--- src/rtl/sinc_share_arbiter.sv ---
// Round-robin time-shared signed incrementer: NREQ requesters share one d = a + 1 datapath.
// Each operation runs IDLE -> EXEC -> DONE, so the block issues one operation every three cycles.

module sinc_share_lane #(
    parameter int IDW  = 2,
    parameter int LANE = 0
) (
    input  logic           req,
    input  logic [IDW-1:0] rr_ptr,
    input  logic [IDW-1:0] id_reg,
    output logic           hi,
    output logic           sel
);
    // hi: this lane is at or after the round-robin pointer, so it wins on the first pass.
    assign hi  = req && (IDW'(LANE) >= rr_ptr);
    assign sel = (id_reg == IDW'(LANE));
endmodule

module sinc_share_arbiter #(
    parameter int DATAWIDTH = 8,
    parameter int NREQ      = 4
) (
    input  logic                        Clk,
    input  logic                        Rst,
    input  logic [NREQ-1:0]             req,
    input  logic [NREQ*DATAWIDTH-1:0]   a_bus,
    output logic [NREQ-1:0]             ack,
    output logic signed [DATAWIDTH-1:0] d,
    output logic [$clog2(NREQ)-1:0]     d_id,
    output logic                        d_valid,
    output logic                        ovf,
    output logic                        busy
);
    localparam int IDW = $clog2(NREQ);
    localparam logic signed [DATAWIDTH-1:0] SMAX = {1'b0, {(DATAWIDTH-1){1'b1}}};

    typedef enum logic [1:0] {IDLE, EXEC, DONE} state_t;

    state_t                        state, state_nxt;
    logic [IDW-1:0]                rr_ptr, id_reg, grant_id, win, win_hi;
    logic signed [DATAWIDTH-1:0]   op_reg;
    logic [NREQ-1:0]               hi, sel;
    logic                          hit_hi, grant_en, exec_en;

    for (genvar i = 0; i < NREQ; i++) begin : g_lane
        sinc_share_lane #(.IDW(IDW), .LANE(i)) u_lane (
            .req    (req[i]),
            .rr_ptr (rr_ptr),
            .id_reg (id_reg),
            .hi     (hi[i]),
            .sel    (sel[i])
        );
    end

    // Two-pass priority: the lowest lane at or above rr_ptr, otherwise the lowest request overall.
    always_comb begin
        win    = '0;
        win_hi = '0;
        hit_hi = 1'b0;
        for (int i = NREQ - 1; i >= 0; i--) begin
            if (req[i]) win = IDW'(i);
            if (hi[i]) begin
                win_hi = IDW'(i);
                hit_hi = 1'b1;
            end
        end
        grant_id = hit_hi ? win_hi : win;
    end

    always_ff @(posedge Clk or posedge Rst) begin
        if (Rst) state <= IDLE;
        else     state <= state_nxt;
    end

    always_comb begin
        state_nxt = state;
        grant_en  = 1'b0;
        exec_en   = 1'b0;
        case (state)
            IDLE: if (|req) begin
                grant_en  = 1'b1;
                state_nxt = EXEC;
            end
            EXEC: begin
                exec_en   = 1'b1;
                state_nxt = DONE;
            end
            DONE:    state_nxt = IDLE;
            default: state_nxt = IDLE;
        endcase
    end

    always_ff @(posedge Clk or posedge Rst) begin
        if (Rst) begin
            rr_ptr  <= '0;
            op_reg  <= '0;
            id_reg  <= '0;
            ack     <= '0;
            d       <= '0;
            d_id    <= '0;
            d_valid <= 1'b0;
            ovf     <= 1'b0;
        end else begin
            ack     <= '0;
            d_valid <= 1'b0;
            if (grant_en) begin
                op_reg <= a_bus[int'(grant_id)*DATAWIDTH +: DATAWIDTH];
                id_reg <= grant_id;
                rr_ptr <= (int'(grant_id) == NREQ - 1) ? '0 : grant_id + IDW'(1);
            end
            if (exec_en) begin
                d       <= op_reg + DATAWIDTH'(1);
                d_id    <= id_reg;
                ovf     <= (op_reg == SMAX);
                ack     <= sel;
                d_valid <= 1'b1;
            end
        end
    end

    assign busy = (state == EXEC) || (state == DONE);

endmodule
--- config.mk ---
export PLATFORM = sky130hd
export DESIGN_NAME = sinc_share_arbiter
export DESIGN_NICKNAME = d
export VERILOG_FILES = /design/src/rtl/sinc_share_arbiter.sv
export SDC_FILE = /design/constraint.sdc
export NUM_CORES = 1
export LEC_CHECK = 0
export BUFFER_PORTS_ARGS = -buffer_cell sky130_fd_sc_hd__buf_2
export CORE_MARGIN = 5
export CORE_UTILIZATION = 49
export CTS_CLUSTER_DIAMETER = 30
export DETAILED_ROUTE_END_ITERATION = 7
export HOLD_SLACK_MARGIN = 0.03
export PLACE_DENSITY_LB_ADDON = 0.15
export SLEW_MARGIN = 10
export SYNTH_ARGS = -nofsm -noshare
export SYNTH_HDL_FRONTEND = slang
export SYNTH_SLANG_ARGS = --single-unit
--- constraint.sdc ---
create_clock -name Clk -period 2 [get_ports Clk]
set_input_delay 0.2 -clock Clk [delete_from_list [all_inputs] [get_ports Clk]]
set_output_delay 0.2 -clock Clk [all_outputs]
set_load 0.05 [all_outputs]
==> flow_summary.toml <==
[run_status]
outcome = "finished clean"

[power_and_ir_drop]
vdd_ir_drop_max_mv = 0.809
power.leakage_nw = 0.979
power_density_mw_per_mm2 = 1630

[die]
die_w_um = 66.8
io_pins = 55
row_count = 20
core_region_area_mm2 = 0.00308
dieHeight_um = 66.8
die_area_mm2 = 0.00447
initial_core_util_pct = 51.4

[setup_path]
worst_ep_arrival_time_ns = 1.92
critical_path.top_delay_family = "multiplexers"
cp_max_fo = 11
worst_path_max_delay_cell = "dfrtp_1"
slowest_delay_ns = 0.50
worstPathRequired_ns = 2.19
path_buf_inv = 1
cp_common_cell = "mux2i_1"
path_class = "reg -> reg"
worstSetupStartpointType = "flip-flop"
crit_chain = "mux2i_1, o22ai_1, nor2_1, buf_4, mux2i_1, a311oi_2"
endpoint_kind = "flip-flop"

[clock_network]
cts_tree = "done"
htreeDepth = 2
clock_sinks = 30
postCtsSetupBuffers = 0
clock_latency_ns = 0.32
cts_made_buffers = 5
cts_root_buf = "clkbuf_4"
cts.path.max_buffers = 2
clk_pin_slew_worst_paths_ns = 0.09

[placed_design]
post-dp-hpwl_um = 2710
gp_congestion = 0.745
portBuffers = 54
dpl-instance-area_mm2 = 0.00191

[job]
cap_viol_max_count = 0

[global_routing]
grt_pass1_wl_um = 5910
antenna_found_initial = 0
grt_pass1_vias = 1407
grt_start_max_net_pins = 31
grt_overflow_total = 0
grt_use_total_pct = 17.5

[yosys]
avgSynthCellArea_um2 = 9.89
synth_flop_cell = "dfrtp_1"
synth_nets = 201
synthArstFlopShare_pct = 100
synth_edf_count = 0
yosysWarnings = 0
ys_seq_area_share_pct = 47.4
syn_inst = 160
synth_seq_cells = 30
syn-cell-area_mm2 = 0.00158
ys_types = 35

[routing]
drc_errors = 0
first_iter_violations = 41
wire_per_inst_um = 12.8
antenna_left = 0
routed_wl_um = 3380
drtPass1Iterations = 4
dr_total_vias = 1384
via_per_inst = 5.22

[finish]
drive_above_1_share_pct = 32.6
syn_to_final_growth_pct = 24.9
n_antenna_cell = 0
final_area_mm2 = 0.00198
fillers = 257
fin_nets = 261

[timing]
max_slew_margin_pct = 67.0
setup_viol = 0
timing.final.crit_share_pct = 86.2
drv_slew = 0
worst_slew_pin_slew_ns = 0.494
hold-worst-slack_ns = 0.198
rsz0062_at_grt = "no"
period_needed_ns = 1.72
fmax_mhz = 580
tns_ns = 0
skew_ns = 0.0113
hold_viol = 0

[worst_hold_path]
hold_path_class = "in -> reg"
## where the power goes
part,internal (mW),switching [mW],leakage (nW)
logic,0.605,1.18,0.578
registers,0.883,0.205,0.366
clock network,0.170,0.181,0.0353
## cell usage in the layout (no fill, tap or decap), types with 2 or more instances in the layout
| master | n |
|---|---|
| buf_2 | 54 |
| nand2_1 | 17 |
| and2_1 | 2 |
| xor2_1 | 4 |
| a21oi_1 | 9 |
| and3_1 | 4 |
| buf_4 | 5 |
| o211ai_1 | 7 |
| dfrtp_1 | 30 |
| nor2_1 | 11 |
| ha_1 | 3 |
| mux2_2 | 3 |
| o21ai_0 | 10 |
| xnor2_1 | 3 |
| a211o_1 | 7 |
| mux2i_1 | 10 |
| clkbuf_4 | 5 |
| nand3_1 | 12 |
| inv_1 | 7 |
## cell families after synthesis
logic type               count (synthesis)  share of synthesized area (%)
adder cells (fa/ha/maj)                  3                           2.37
buffers and inverters                   14                           4.11
AO/OA/AOI/OAI                           43                           19.1
multiplexers                            13                           8.46
flip-flops                              30                           47.4
XOR/XNOR                                 7                           3.87
AND/OR/NAND/NOR                         50                           14.7
## cell usage after synthesis (all sizes together) (2+ instances only)
| master | count | area, um2 |
|---|---|---|
| buf | 4 | 27.5 |
| xnor2 | 3 | 26.3 |
| a211o | 7 | 61.3 |
| nand3 | 12 | 60.1 |
| o22ai | 2 | 18.8 |
| nor2 | 11 | 41.3 |
| inv | 7 | 26.3 |
| ha | 3 | 37.5 |
| xor2 | 4 | 35.0 |
| mux2i | 10 | 100 |
| o21ai | 10 | 50.1 |
| clkbuf | 3 | 11.3 |
| and2 | 2 | 12.5 |
| dfrtp | 30 | 751 |
| nand2 | 17 | 63.8 |
| and3 | 4 | 25.0 |
| mux2 | 3 | 33.8 |
| a21oi | 9 | 45.0 |
| a21boi | 2 | 15.0 |
| o211ai | 7 | 52.6 |
## per-stage QoR
step,worst slack [ns],util [%],std cells,power (mW)
floorplan,0.239,-,160,2.51
global placement,0.276,62.0,256,2.84
detailed placement,0.226,62.0,256,2.89
CTS,0.287,64.2,265,3.25
global route,0.0724,64.2,265,3.49
finish,0.275,64.2,265,3.22
## cell type report
class	count	area (um2)	area share, %
clock inverters	1	5.00	0.253
clock buffers	7	55.1	2.78
multi-input cells	116	767	38.8
repair buffers	60	318	16.1
inverters	7	26.3	1.33
well taps	44	55.1	2.78
flip-flops and latches	30	751	38.0
## metal layers
layer | part of all wire (%) | up-vias | global-route usage [%]
li1 | - | 702 | -
met1 | 46 | 613 | 22.4
met2 | 44 | 61 | 27.2
met3 | 7.6 | 8 | 3.54
met4 | 2.2 | 0 | 10.2
met5 | 0 | - | 0
## worst paths after layout
kind                                start         to  slack, ns  cells past startpoint
worst max register to register  rr_ptr[1]  op_reg[3]       0.28                      6
worst max-delay path            rr_ptr[1]  op_reg[3]       0.28                      6
min in group asynchronous             Rst   state[1]       0.47                      4
worst min register to register  op_reg[0]       d[0]       0.51                      1
max in group asynchronous             Rst  op_reg[2]       1.25                      4
worst min-delay path             a_bus[4]  op_reg[4]       0.20                      3
## worst reg2reg max path: stages, from the launching register on
cell and delay (ns):
dfrtp_1 0.50, mux2i_1 0.27, o22ai_1 0.13, nor2_1 0.11, buf_4 0.23, mux2i_1 0.25, a311oi_2 0.11
## repair_timing
item	CTS	global route
resized for setup	0	0
hold endpoints to repair	30	0
hold buffers	1	0
(Power assumes the default switching activity.)
